**config.mk**
```make
export PLATFORM = sky130hd
export DESIGN_NAME = uart_rx
export DESIGN_NICKNAME = d
export VERILOG_FILES = /design/src/rtl/uart_pkg.sv /design/src/rtl/uart_sync.sv /design/src/rtl/uart_rx.sv
export SDC_FILE = /design/constraint.sdc
export NUM_CORES = 1
export LEC_CHECK = 0
export ABC_AREA = 1
export BUFFER_PORTS_ARGS = -buffer_cell sky130_fd_sc_hd__buf_2
export CAP_MARGIN = 20
export CORE_MARGIN = 5
export CORE_UTILIZATION = 45
export CTS_CLUSTER_DIAMETER = 150
export DETAILED_ROUTE_END_ITERATION = 7
export SYNTH_ARGS = -nofsm -noshare
export SYNTH_HDL_FRONTEND = slang
export SYNTH_SLANG_ARGS = --single-unit
```
**constraint.sdc**
```tcl
create_clock -name clock -period 1.9 [get_ports clock]
set_clock_uncertainty 0.1 [all_clocks]
set_input_delay 0.19 -clock clock [delete_from_list [all_inputs] [get_ports clock]]
set_output_delay 0.19 -clock clock [all_outputs]
set_load 0.1 [all_outputs]
```
**src/rtl/uart_pkg.sv**
```systemverilog
// Shared UART definitions: FSM state encodings, default frame geometry and
// the idle level of the serial line. Used by both uart_rx and uart_tx.
package uart_pkg;

   localparam int   DEFAULT_WORD_SIZE    = 8;
   localparam int   DEFAULT_CLKS_PER_BIT = 16;
   localparam logic LINE_IDLE            = 1'b1;

   typedef enum logic [2:0] {
      IDLE   = 3'd0,
      START  = 3'd1,
      DATA   = 3'd2,
      PARITY = 3'd3,
      STOP   = 3'd4,
      BREAK  = 3'd5
   } uart_state_t;

endpackage

```
**src/rtl/uart_sync.sv**
```systemverilog
// Multi-flop synchronizer for an asynchronous single-bit input. Resets to
// the line idle level so a reset never looks like a start bit.
module uart_sync
   import uart_pkg::*;
#(
   parameter int STAGES = 2
) (
   input  logic clock,
   input  logic reset,
   input  logic async_i,
   output logic sync_o
);

   logic [STAGES-1:0] sync_q;

   // Shift the raw input through the flop chain; oldest bit is the output.
   always_ff @(posedge clock) begin
      if (reset) begin
         sync_q <= {STAGES{LINE_IDLE}};
      end else begin
         sync_q <= {sync_q[STAGES-2:0], async_i};
      end
   end

   assign sync_o = sync_q[STAGES-1];

endmodule

```
**src/rtl/uart_rx.sv**
```systemverilog
// UART receiver: recovers start / WORD_SIZE data (LSB first) / stop frames
// from an asynchronous line, holds each byte behind a level-valid/ack
// handshake and flags framing and overrun errors.
// Optional build macro UART_RX_PARITY_EN adds a parity bit between the data
// and stop bits, plus the Parity_odd input and Parity_error output.
module uart_rx
   import uart_pkg::*;
#(
   parameter int WORD_SIZE    = DEFAULT_WORD_SIZE,
   parameter int CLKS_PER_BIT = DEFAULT_CLKS_PER_BIT,
   parameter int SYNC_STAGES  = 2
) (
   input  logic                 clock,
   input  logic                 reset,
   input  logic                 Serial_in,
   input  logic                 Read_ack,
   output logic [WORD_SIZE-1:0] uart_rx_data_Bus,
   output logic                 Byte_ready,
   output logic                 Framing_error,
   output logic                 Overrun,
   output logic                 Rx_busy
`ifdef UART_RX_PARITY_EN
   ,
   input  logic                 Parity_odd,
   output logic                 Parity_error
`endif
);

   localparam int CNT_W = $clog2(CLKS_PER_BIT);
   localparam int BIT_W = $clog2(WORD_SIZE + 1);

   localparam logic [CNT_W-1:0] HALF_LAST = CNT_W'(CLKS_PER_BIT / 2 - 1);
   localparam logic [CNT_W-1:0] FULL_LAST = CNT_W'(CLKS_PER_BIT - 1);
   localparam logic [BIT_W-1:0] BIT_LAST  = BIT_W'(WORD_SIZE - 1);

   logic                 sin;
   uart_state_t          state_q;
   logic [CNT_W-1:0]     clk_cnt_q;
   logic [CNT_W-1:0]     clk_cnt_d;
   logic [BIT_W-1:0]     bit_cnt_q;
   logic [WORD_SIZE-1:0] shreg_q;
   logic [WORD_SIZE-1:0] data_q;
   logic                 byte_ready_q;
   logic                 framing_error_q;
   logic                 overrun_q;
`ifdef UART_RX_PARITY_EN
   logic                 parity_bad_q;
   logic                 parity_error_q;
`endif

   uart_sync #(
      .STAGES (SYNC_STAGES)
   ) u_sync (
      .clock   (clock),
      .reset   (reset),
      .async_i (Serial_in),
      .sync_o  (sin)
   );

   // Free-running increment of the bit-timing counter.
   always_comb begin
      clk_cnt_d = clk_cnt_q + 1'b1;
   end

   // Receive FSM with registered byte, handshake and error outputs.
   always_ff @(posedge clock) begin
      if (reset) begin
         state_q         <= IDLE;
         clk_cnt_q       <= '0;
         bit_cnt_q       <= '0;
         shreg_q         <= '0;
         data_q          <= '0;
         byte_ready_q    <= 1'b0;
         framing_error_q <= 1'b0;
         overrun_q       <= 1'b0;
`ifdef UART_RX_PARITY_EN
         parity_bad_q    <= 1'b0;
         parity_error_q  <= 1'b0;
`endif
      end else begin
         // Error flags are single-cycle pulses by default.
         framing_error_q <= 1'b0;
`ifdef UART_RX_PARITY_EN
         parity_error_q  <= 1'b0;
`endif
         // Host acknowledge; a good-stop load later in this block overrides it.
         if (Read_ack && byte_ready_q) begin
            byte_ready_q <= 1'b0;
            overrun_q    <= 1'b0;
         end

         case (state_q)
            IDLE: begin
               clk_cnt_q <= '0;
               if (!sin) begin
                  state_q <= START;
               end
            end

            START: begin
               // Re-check at mid start bit so short glitches are ignored.
               if (clk_cnt_q == HALF_LAST) begin
                  clk_cnt_q <= '0;
                  bit_cnt_q <= '0;
                  state_q   <= sin ? IDLE : DATA;
               end else begin
                  clk_cnt_q <= clk_cnt_d;
               end
            end

            DATA: begin
               if (clk_cnt_q == FULL_LAST) begin
                  clk_cnt_q <= '0;
                  shreg_q   <= {sin, shreg_q[WORD_SIZE-1:1]};
                  bit_cnt_q <= bit_cnt_q + 1'b1;
                  if (bit_cnt_q == BIT_LAST) begin
`ifdef UART_RX_PARITY_EN
                     state_q <= PARITY;
`else
                     state_q <= STOP;
`endif
                  end
               end else begin
                  clk_cnt_q <= clk_cnt_d;
               end
            end

`ifdef UART_RX_PARITY_EN
            PARITY: begin
               // Data plus parity bit must have odd (1) or even (0) weight.
               if (clk_cnt_q == FULL_LAST) begin
                  clk_cnt_q    <= '0;
                  parity_bad_q <= ((^shreg_q) ^ sin) != Parity_odd;
                  state_q      <= STOP;
               end else begin
                  clk_cnt_q <= clk_cnt_d;
               end
            end
`endif

            STOP: begin
               if (clk_cnt_q == FULL_LAST) begin
                  clk_cnt_q <= '0;
`ifdef UART_RX_PARITY_EN
                  parity_error_q <= parity_bad_q;
`endif
                  if (sin) begin
                     data_q       <= shreg_q;
                     byte_ready_q <= 1'b1;
                     if (byte_ready_q && !Read_ack) begin
                        overrun_q <= 1'b1;
                     end
                     state_q <= IDLE;
                  end else begin
                     framing_error_q <= 1'b1;
                     state_q         <= BREAK;
                  end
               end else begin
                  clk_cnt_q <= clk_cnt_d;
               end
            end

            BREAK: begin
               // Hold off until the line recovers so a stuck-low line
               // cannot retrigger a frame.
               clk_cnt_q <= '0;
               if (sin) begin
                  state_q <= IDLE;
               end
            end

            default: begin
               state_q <= IDLE;
            end
         endcase
      end
   end

   assign uart_rx_data_Bus = data_q;
   assign Byte_ready       = byte_ready_q;
   assign Framing_error    = framing_error_q;
   assign Overrun          = overrun_q;
   assign Rx_busy          = (state_q != IDLE);
`ifdef UART_RX_PARITY_EN
   assign Parity_error     = parity_error_q;
`endif

endmodule

```
* After elaboration in Yosys (flattened, before gate mapping)
Cells that the tools add are included.
** Word-level totals
- Flip-flop bits (word level) :: 32
- Latch bits :: 0
- RAM bits :: 0
- Bits in read-only memories :: 0
- Memories :: 0
** Operators by class
- $add $sub $neg :: 2
- Multiply operators :: 0
- Div/mod/pow operators :: 0
- Order comparisons :: 0
- Eq/ne operators :: 13
- Shift operators :: 0
- Muxes and demuxes :: 25
- Bitwise operators :: 2
- Reduce and logical (&&, ||, !) cells :: 14
** Operators with widths (count)
- $mux 3 :: 7
- $mux 4 :: 4
- $pmux 3 s5 :: 1
- $pmux 4 s3 :: 1
- $mux 1 :: 10
- $ne 2x2->1 const B :: 5
- $add 4x1->4 const B :: 2
- $eq 4x3->1 const B :: 2
- $pmux 4 s2 :: 1
- $eq 3x3->1 const B :: 2
- $reduce_and 3->1 :: 2
- $reduce_and 6->1 :: 1
- $reduce_bool 3->1 :: 2
- $eq 4x4->1 const B :: 1
- $reduce_or 2->1 :: 2
- $eq 3x1->1 const B :: 1
- $eq 3x2->1 const B :: 1
- $logic_not 3->1 :: 1
- $reduce_or 3->1 :: 1
- $logic_and 1x1->1 :: 2
- $mux 2 :: 1
- $ne 2x1->1 const B :: 1
- $not 1->1 :: 2
- $reduce_and 2->1 :: 1
- 2 further kinds :: 2

* Longest topological paths before layout
- Depth in word-level cells :: 6
- Gate-level depth with buffers :: 10

* Hierarchy
A second synthesis with hierarchy kept.
** Unflattened totals
- Cells, all modules :: 210
- Area, all modules :: 1496.4 um^2
** Modules (own cells, without submodules)
- uart_rx :: times used 1, cells each 203, area each 1437.6 um^2, seq. area each 600.6 um^2
- uart_sync :: times used 1, cells each 7, area each 58.8 um^2, seq. area each 40.0 um^2

* Least setup slack after synthesis
OpenSTA, ideal clock, no wires.
- Kind :: register to register
- Start :: reg state_q[1]
- End :: reg state_q[0]
- Data arrival time :: 1.688 ns
- Required time :: 1.685 ns
- Path slack :: -0.003 ns
- Cell stages (with the launch flop) :: 8
- Path buffers :: 1
- Clock period less this slack :: 1.903 ns
- Cell sequence :: dfxtp_1 > buf_4 > nor2_2 > nand2_1 > nor2_1 > a21oi_2 > a21oi_1 > nor2_1
** Between the ends
- Word-level cells in the longest chain between the ends :: 3
- Elaborated cells on any way between the ends :: 13
- Those cells by class :: eq/ne: 10; mux: 1; reduce/logical: 2
** RTL lines
- start, declared :: line uart_rx.sv:37 : uart_state_t state_q;
- start signal, assigned :: line uart_rx.sv:105 : state_q <= sin ? IDLE : DATA;
- $eq 3x3->1, or another cell as far along :: line uart_rx.sv:92 : case (state_q)
- $ne 2x1->1 (no source line) or $ne 2x2->1 (tied branches)
- $reduce_and 6->1 (no source line)
Parallel ways exist; a longest one is shown, timed or not.
A chain may end at the register's enable or synchronous reset.

* Worst setup path after layout
- Start :: reg state_q[1]
- End :: out Rx_busy
** Between the ends
- Word-level cells in the longest chain between the ends :: 1
** RTL lines
- $reduce_bool 3->1 :: line uart_rx.sv:183 : assign Rx_busy = (state_q != IDLE);
- end, declared :: line uart_rx.sv:21 : output logic Rx_busy
Every way passes these cells.

==> flow_summary.json <==
{
  "drv_slew": 0,
  "dp_slack_ns": 0.157,
  "critPathRequiredTime_ns": 1.61,
  "synthCells": 205,
  "rsz0062_at_grt": "false",
  "synth-seq-cells": 32,
  "tightest_slew_ns": 0.581,
  "grt_pass1_wl_um": 5350,
  "antenna_found_initial": 0,
  "max_freq_mhz": 576,
  "arrival_ns": 1.45,
  "yosys-top-cells-area": "dfxtp_1 (44%), nor2_1 (11%), nand2_1 (10%)",
  "final.fill_count": 323,
  "regArea_um2": 641,
  "io_pins": 16,
  "cts-htree-levels": 2,
  "hp-class": "input port to register",
  "synthesis.area_mm2": 0.00146,
  "synthesis.nets": 211,
  "cp_top_family": "flip-flops",
  "ys_seq_area_share_pct": 43.9,
  "tritoncts.num_buffers": 5,
  "place.port_buffers": 15,
  "startpoint_type": "register",
  "ir_drop_v": 0.000516,
  "slowest_delay_ns": 0.53,
  "syn_to_final_growth_pct": 14.3,
  "rows": 20,
  "power_leakage_nw": 0.792,
  "cp_max_fo": 9,
  "postRouteAntennaNets": 0,
  "multi_input_area_um2": 742,
  "synthTopCellsByCount": "nor2_1 (42), nand2_1 (39), dfxtp_1 (32)",
  "grt.overflow.total": 0,
  "synth_enable_flop_cells": 0,
  "status": "finished, final reports clean",
  "path_clk_slew_ns": 0.10,
  "grt_pass1_vias": 1239,
  "power.density_mw_per_mm2": 1300,
  "cts.sinks": 32,
  "grt_max_degree": 23,
  "end_kind": "output port",
  "vias": 1356,
  "die_x_um": 66.9,
  "hpwl_um": 2260,
  "drc": 0,
  "crit_path_cell_trace": "nor2_2, nand2_2, buf_2",
  "synth_ff_type": "dfxtp_1",
  "viasPerCell": 5.00,
  "cts_tree": "built",
  "whs_ns": 0.0712,
  "hold_viol_final": 0,
  "gp_congestion": 0.832,
  "synth_top_area_share_pct": 43.9,
  "nets": 232,
  "async_flop_share_pct": 0,
  "drtIter0Drc": 108,
  "grt_usage_pct": 15.8,
  "syn_avg_cell_area_um2": 7.11,
  "synth_cell_types": 25,
  "start_util_pct": 47.4,
  "setup_viol": 0,
  "dieArea_mm2": 0.00448,
  "period_share_pct": 91.4,
  "cap_violations": 0,
  "crit_type": "register to output port",
  "ys_warn_count": 0,
  "critPathBufInv": 1,
  "min_period_ns": 1.74,
  "yosysMostFrequentCell": "nor2_1",
  "synth.largest_area_cell": "dfxtp_1",
  "routed_wl_um": 3090,
  "crit_path_top_delay_cell": "dfxtp_1",
  "wl_per_cell_um": 11.4,
  "core_area_mm2": 0.00308,
  "slew_headroom_pct": 61.2,
  "layout-drive-gt1-share_pct": 17.2,
  "diodes": 0,
  "cts_setup_buffers": 0,
  "clock_latency_ns": 0.32,
  "die_h_um": 66.9,
  "total_power_mw": 2.16,
  "fin_ws_ns": 0.164,
  "drt-pass1-iter-count": 4,
  "setup-tns-final_ns": 0,
  "cts_buffer_depth": 2,
  "ctsRootBufferMaster": "clkbuf_4"
}
-- sequential cells by signal, summed over array words and instances, names as in the netlist, named ones only --
signal / flops
shreg_q: 8
u_sync.sync_q: 2
state_q: 3
clk_cnt_q: 4
uart_rx_data_Bus: 8
Framing_error: 1
bit_cnt_q: 4
Byte_ready: 1
-- placed cells by master (no fill, tap or decap) --
cell            n
o21ai_0        22
clkbuf_8        1
nand3_2         1
or2_2           2
clkbuf_1        1
ha_1            2
nor2_2          3
o21ai_1         1
dfxtp_1        32
nor3_4          1
nand3b_1        1
a21oi_4         1
nor3_1          2
xor2_1          1
nand4_1         1
nor2_1         42
inv_2           2
a21oi_2         1
dlygate4sd3_1   2
nand2_2         4
buf_2          15
nand3_1        13
buf_4           1
nand2_1        38
inv_1          15
clkbuf_4        5
nand3_4         1
a21oi_1        14
clkinvlp_4      1
xnor2_1         1
-- per-stage QoR --
stage,util [%],instance area (um2),std cells
floorplan,-,1460,205
global placement,51.3,1580,261
finish,54.1,1670,271
detailed placement,51.3,1580,261
CTS,54.0,1660,271
global route,54.1,1670,271
-- layer usage --
layer | share of wire, % | track usage [%]
met5 | 0 | 0
met4 | 1.1 | 6.08
met3 | 3.5 | 5.56
met2 | 47 | 24.5
met1 | 49 | 20.0
-- final timing paths --
path                     from  slack, ns  depth (start not counted)             endpoint
min                     reset       0.07                          2         bit_cnt_q[2]
max reg2reg      clk_cnt_q[0]       0.18                          6  uart_rx_data_Bus[7]
max                state_q[1]       0.16                          3              Rx_busy
min reg2reg  u_sync.sync_q[0]       0.32                          1     u_sync.sync_q[1]
-- power by group --
group | switching (mW) | internal [mW]
registers | 0.0939 | 0.734
clock network | 0.229 | 0.181
logic | 0.643 | 0.281
total | 0.966 | 1.20
-- kinds of logic (layout without fill, tap and decap cells) --
logic type,Yosys count,after routing,synth area share (%)
xor gates and xnor gates,2,2,1.20
buffers and inverters,21,43,5.67
adders and majority gates,2,2,1.72
AOI/OAI and AO/OA,39,39,14.4
and+or+nand+nor,109,109,33.0
DFF,32,32,43.9
-- repair_timing --
item | in CTS | in global routing
endpoints found under the setup margin | 0 | 7
endpoints found under the hold margin | 2 | 0
gates resized for setup | 0 | 1
hold buffers | 2 | 0
-- cell type report --
type | instances | share of cell area (%)
clock inverters | 1 | 0.450
flip-flops and latches | 32 | 38.4
multi-input cells | 152 | 44.5
inverters | 17 | 3.83
well taps | 44 | 3.30
repair buffers | 18 | 6.16
clock buffers | 7 | 3.30
Note: power is estimated with default switching activity, not from simulation.
